===== src/rtl/cpu_pkg.sv =====
// Shared definitions for the multi-cycle CPU control path:
// opcode constants, sequencer state encoding and PC source selects.
package cpu_pkg;

    localparam logic [3:0] OP_ADD    = 4'b0000;
    localparam logic [3:0] OP_SUB    = 4'b0001;
    localparam logic [3:0] OP_XOR    = 4'b0010;
    localparam logic [3:0] OP_RED    = 4'b0011;
    localparam logic [3:0] OP_SLL    = 4'b0100;
    localparam logic [3:0] OP_SRA    = 4'b0101;
    localparam logic [3:0] OP_ROR    = 4'b0110;
    localparam logic [3:0] OP_PADDSB = 4'b0111;
    localparam logic [3:0] OP_LW     = 4'b1000;
    localparam logic [3:0] OP_SW     = 4'b1001;
    localparam logic [3:0] OP_LLB    = 4'b1010;
    localparam logic [3:0] OP_LHB    = 4'b1011;
    localparam logic [3:0] OP_B      = 4'b1100;
    localparam logic [3:0] OP_BR     = 4'b1101;
    localparam logic [3:0] OP_PCS    = 4'b1110;
    localparam logic [3:0] OP_HLT    = 4'b1111;

    typedef enum logic [2:0] {
        ST_FETCH  = 3'd0,
        ST_DECODE = 3'd1,
        ST_EXEC   = 3'd2,
        ST_MEM    = 3'd3,
        ST_WB     = 3'd4,
        ST_HALT   = 3'd5
    } state_t;

    localparam logic [1:0] PC_SEL_INC = 2'b00;
    localparam logic [1:0] PC_SEL_REG = 2'b01;
    localparam logic [1:0] PC_SEL_IMM = 2'b10;

endpackage


===== src/rtl/cpu_op_class.sv =====
// Combinational opcode classifier: groups the latched opcode into the
// categories the sequencer needs to pick its path through the phases.
module cpu_op_class
    import cpu_pkg::*;
(
    input  logic [3:0] op,
    output logic       is_alu,
    output logic       is_flag_op,
    output logic       is_mem,
    output logic       is_load,
    output logic       is_branch,
    output logic       is_reg_branch,
    output logic       is_halt
);

    // "ALU" here means any instruction that finishes with a plain register write-back.
    always_comb begin
        is_alu        = 1'b0;
        is_flag_op    = 1'b0;
        is_mem        = 1'b0;
        is_load       = 1'b0;
        is_branch     = 1'b0;
        is_reg_branch = 1'b0;
        is_halt       = 1'b0;
        case (op)
            OP_ADD, OP_SUB, OP_XOR: begin
                is_alu     = 1'b1;
                is_flag_op = 1'b1;
            end
            OP_RED, OP_SLL, OP_SRA, OP_ROR, OP_PADDSB,
            OP_LLB, OP_LHB, OP_PCS: begin
                is_alu = 1'b1;
            end
            OP_LW: begin
                is_mem  = 1'b1;
                is_load = 1'b1;
            end
            OP_SW: begin
                is_mem = 1'b1;
            end
            OP_B: begin
                is_branch = 1'b1;
            end
            OP_BR: begin
                is_branch     = 1'b1;
                is_reg_branch = 1'b1;
            end
            OP_HLT: begin
                is_halt = 1'b1;
            end
            default: begin
            end
        endcase
    end

endmodule


===== src/rtl/cpu_sequencer.sv =====
// Multi-cycle control sequencer stepping instructions through FETCH/DECODE/EXEC/MEM/WB/HALT.
// Optional performance counters are built only when CPU_SEQ_PERF_CNT_EN is defined.
module cpu_sequencer
    import cpu_pkg::*;
#(
    parameter int CNT_W = 16
) (
    input  logic             clk,
    input  logic             rst,
    input  logic [3:0]       fetch_op,
    input  logic             mem_ready,
    input  logic             cond_true,
    output logic             imem_req,
    output logic             dmem_req,
    output logic             dmem_wr,
    output logic             ir_we,
    output logic             pc_we,
    output logic [1:0]       pc_sel,
    output logic             rf_we,
    output logic             flag_we,
    output logic             retire,
    output logic             halted,
    output logic [2:0]       state,
    output logic [CNT_W-1:0] retire_cnt,
    output logic [CNT_W-1:0] cycle_cnt
);

    state_t     state_q;
    state_t     state_d;
    logic [3:0] op_q;
    logic       halt_seen_q;

    logic is_alu;
    logic is_flag_op;
    logic is_mem;
    logic is_load;
    logic is_branch;
    logic is_reg_branch;
    logic is_halt;

    cpu_op_class u_op_class (
        .op            (op_q),
        .is_alu        (is_alu),
        .is_flag_op    (is_flag_op),
        .is_mem        (is_mem),
        .is_load       (is_load),
        .is_branch     (is_branch),
        .is_reg_branch (is_reg_branch),
        .is_halt       (is_halt)
    );

    // Strobes are decoded straight from state/op/handshake so a zero-wait access
    // completes in its first cycle; everything is held quiet while reset is asserted.
    always_comb begin
        state_d  = state_q;
        imem_req = 1'b0;
        dmem_req = 1'b0;
        dmem_wr  = 1'b0;
        ir_we    = 1'b0;
        pc_we    = 1'b0;
        pc_sel   = PC_SEL_INC;
        rf_we    = 1'b0;
        flag_we  = 1'b0;
        retire   = 1'b0;
        halted   = 1'b0;
        if (!rst) begin
            case (state_q)
                ST_FETCH: begin
                    imem_req = 1'b1;
                    if (mem_ready) begin
                        ir_we   = 1'b1;
                        pc_we   = 1'b1;
                        pc_sel  = PC_SEL_INC;
                        state_d = ST_DECODE;
                    end
                end
                ST_DECODE: begin
                    state_d = is_halt ? ST_HALT : ST_EXEC;
                end
                ST_EXEC: begin
                    if (is_branch) begin
                        pc_we   = cond_true;
                        pc_sel  = is_reg_branch ? PC_SEL_REG : PC_SEL_IMM;
                        retire  = 1'b1;
                        state_d = ST_FETCH;
                    end else if (is_mem) begin
                        state_d = ST_MEM;
                    end else if (is_alu) begin
                        state_d = ST_WB;
                    end else begin
                        state_d = ST_HALT;
                    end
                end
                ST_MEM: begin
                    dmem_req = 1'b1;
                    dmem_wr  = ~is_load;
                    if (mem_ready) begin
                        if (is_load) begin
                            state_d = ST_WB;
                        end else begin
                            retire  = 1'b1;
                            state_d = ST_FETCH;
                        end
                    end
                end
                ST_WB: begin
                    rf_we   = 1'b1;
                    flag_we = is_flag_op;
                    retire  = 1'b1;
                    state_d = ST_FETCH;
                end
                ST_HALT: begin
                    halted = 1'b1;
                    retire = ~halt_seen_q;
                end
                default: begin
                    state_d = ST_FETCH;
                end
            endcase
        end
    end

    // halt_seen_q marks that the first HALT cycle has passed, so HALT retires exactly once.
    always_ff @(posedge clk or posedge rst) begin
        if (rst) begin
            state_q     <= ST_FETCH;
            op_q        <= 4'b0000;
            halt_seen_q <= 1'b0;
        end else begin
            state_q     <= state_d;
            halt_seen_q <= (state_q == ST_HALT);
            if (state_q == ST_FETCH && mem_ready) begin
                op_q <= fetch_op;
            end
        end
    end

    assign state = state_q;

`ifdef CPU_SEQ_PERF_CNT_EN
    logic [CNT_W-1:0] retire_cnt_q;
    logic [CNT_W-1:0] cycle_cnt_q;

    always_ff @(posedge clk or posedge rst) begin
        if (rst) begin
            retire_cnt_q <= '0;
            cycle_cnt_q  <= '0;
        end else begin
            if (retire) begin
                retire_cnt_q <= retire_cnt_q + CNT_W'(1);
            end
            if (state_q != ST_HALT) begin
                cycle_cnt_q <= cycle_cnt_q + CNT_W'(1);
            end
        end
    end

    assign retire_cnt = retire_cnt_q;
    assign cycle_cnt  = cycle_cnt_q;
`else
    assign retire_cnt = '0;
    assign cycle_cnt  = '0;
`endif

endmodule


===== config.mk =====
export PLATFORM = sky130hd
export DESIGN_NAME = cpu_sequencer
export DESIGN_NICKNAME = d
export VERILOG_FILES = /design/src/rtl/cpu_pkg.sv /design/src/rtl/cpu_op_class.sv /design/src/rtl/cpu_sequencer.sv
export SDC_FILE = /design/constraint.sdc
export NUM_CORES = 1
export LEC_CHECK = 0
export BUFFER_PORTS_ARGS = -buffer_cell sky130_fd_sc_hd__buf_2
export CAP_MARGIN = 20
export CORE_MARGIN = 5
export CORE_UTILIZATION = 38
export CTS_CLUSTER_SIZE = 10
export DETAILED_ROUTE_END_ITERATION = 6
export PLACE_DENSITY = 0.78
export SETUP_SLACK_MARGIN = 0.02
export SKIP_CTS_REPAIR_TIMING = 1
export SLEW_MARGIN = 5
export SYNTH_ARGS = -nofsm -noshare
export SYNTH_HDL_FRONTEND = slang
export SYNTH_HIERARCHICAL = 1
export SYNTH_SLANG_ARGS = --single-unit

===== constraint.sdc =====
create_clock -name clk -period 1.8 [get_ports clk]
set_input_delay 0.18 -clock clk [delete_from_list [all_inputs] [get_ports clk]]
set_output_delay 0.18 -clock clk [all_outputs]
set_load 0.05 [all_outputs]

==> results.cfg <==
[status]
status = complete, no violations

[layout]
fillers = 254
antennaDiodeCount = 0
syn2layout_area_growth_pct = 20.3
fin_cells = 171
drive_gt1_share_pct = 46.1
mostFrequentLayoutCells = conb_1 (32), buf_2 (16), buf_4 (14)
final_common_cell = conb_1
fin_nets = 150

[clock_tree]
cts_buffers = 3
cts_sinks = 8
clk_pin_slew_ns = 0.07
clock_latency_ns = 0.26
cts_max_level = 1
clockRootBuffer = clkbuf_4
cts_tree = built
ctsLongestPathBuffers = 2

[critical_path]
crit_family = flip-flops
cp_max_fo = 10
path_cells = nor4b_4 -> and2_4 -> clkbuf_4
critPathArrivalTime_ns = 1.54
required_ns = 1.62
timing.rr.end = state[0]
cp-startpoint = state[1]
rrSetupSlack_ns = 0.19
crit_slowest_cell = dfrtp_4
reg2reg_depth = 5
startpoint_type = flop
reg2reg_from = state[1]
path_depth = 3
path_buf_inv = 1
crit_path_max_incr_delay_ns = 0.55
endpoint = flag_we
path_class = reg -> out
cp-end-kind = output pin

[synth]
avgSynthCellArea_um2 = 8.74
synth.mux.area_fraction_pct = 5.84
synthSimpleGateAreaFrac_pct = 27.3
synthArstFlopShare_pct = 100
ys_seq_area_share_pct = 21.2
syn-cell-area_um2 = 943
synth_edf_count = 0
ys_ff_latch = 8
synth-compound-area-share_pct = 11.5
synth-adder-area-share_pct = 0
synthCells = 108
synthXorXnorAreaFrac_pct = 0
synthFlopType = dfrtp_1
yosysWarningCount = 6
synth_cell_types = 38
synth_top_family_by_area = buffers and inverters

[drt]
drc_errors = 0
antenna_left = 0
dr.pass1.iters = 4
vias = 756
wire_per_inst_um = 12.6
first_iter_violations = 9
via_per_inst = 4.42
drt_wl_total_mm = 2.16

[global_route]
grt_pass1_vias = 605
met2_usage_pct = 16.8
grt_overflow = 0
grt_util_met3_pct = 4.54
track_usage_pct = 10.6
grt.met1_usage_pct = 13.9
grt_start_max_net_pins = 19
grt_pass1_wl_mm = 2.84
grt.busiest_layer = met2
antenna_found_initial = 0

[sta]
rsz0062_at_grt = true
fmax_ghz = 0.581
final.setup_skew_ns = 0.0172
hold_viol = 0
final.min_clock_period_ns = 1.72
setup_viol = 0
fin_crit_sh_pct = 95.7
slew_viol_final = 0

[pwr]
power.density_nw_per_um2 = 1730
ir_drop_v = 0.000799
power.total_mw = 1.97
p_leak_nw = 0.555

[floorplan]
die_y_um = 59.8
core-area_um2 = 2430
io_pins = 54
initial_core_util_pct = 38.8
rows = 18
die_x_um = 59.8
dieArea_um2 = 3580

[placed_design]
place_inst = 156
place_congestion = 0.865
portBuffers = 21
hpwl_mm = 1.55

[worst_hold_path]
hp-class = in -> reg

[run]
cap_violations = 0
[state kept, by name, summed over array words and instances (netlist names)]
signal,flops
state,3
op_q,4
halt_seen_q,1
[stage by stage]
step | worst slack [ns] | cell area [um^2] | hold slack (ns) | util, % | setup TNS, ns
after floorplan | -0.251 | 1090 | 0.214 | - | -0.566
after global placement | 0.249 | 957 | 0.174 | 39.4 | 0
after detailed placement | 0.204 | 957 | 0.176 | 39.4 | 0
after CTS | -0.0805 | 983 | -0.106 | 40.4 | -0.234
after global routing | 0.0116 | 1130 | 0.161 | 46.7 | 0
final | 0.0783 | 1130 | 0.165 | 46.7 | 0
[Yosys cell counts (2+ instances only)]
cell / number / share of area (%)
buf_4: 33 / 26
dfrtp_1: 8 / 21
nor2_1: 8 / 3.2
inv_1: 6 / 2.4
mux2_2: 4 / 4.8
and2_1: 3 / 2.0
nand2b_1: 3 / 2.0
nor2b_1: 3 / 2.0
o21ai_0: 3 / 1.6
a21oi_1: 2 / 1.1
a31oi_1: 2 / 1.3
buf_6: 2 / 2.4
nand2_1: 2 / 0.80
nand2_2: 2 / 1.3
nand2b_4: 2 / 2.9
nor3_1: 2 / 1.1
nor4_1: 2 / 1.3
[worst min path at each step]
stage	startpoint	end	slack, ns	cells past startpoint
after floorplan	rst	halt_seen_q	0.21	2
after global placement	rst	state[0]	0.17	2
after detailed placement	rst	state[0]	0.18	2
after CTS	rst	state[0]	-0.11	2
after global routing	fetch_op[2]	op_q[2]	0.16	2
final	fetch_op[2]	op_q[2]	0.17	2
[cell type report]
type	count	area, um^2	area share (%)
Multi-Input combinational cell	88	599	52.8
Timing Repair Buffer	35	241	21.3
Sequential cell	8	208	18.3
Tap cell	30	37.5	3.31
Clock buffer	4	26.3	2.32
Inverter	6	22.5	1.98
[per-layer routing]
layer	wire length [um]	up-vias	share of wire [%]
met2	1110	42	51
met4	0	0	0
met5	0	-	0
met3	210	0	9.7
met1	839	346	39
li1	-	368	-
[report_power, final]
group / internal [mW] / switching, mW / total [mW]
clock: 0.0850 / 0.0672 / 0.152
combinational: 0.544 / 0.819 / 1.36
sequential: 0.273 / 0.178 / 0.451
total: 0.903 / 1.06 / 1.97
[cells by family after synthesis]
| group | count (synthesis) |
|---|---|
| buf+inv | 43 |
| simple gates | 35 |
| compound gates | 16 |
| flops | 8 |
| mux | 5 |
| other cells | 1 |
No activity file was read; power rests on OpenSTA's default activity.
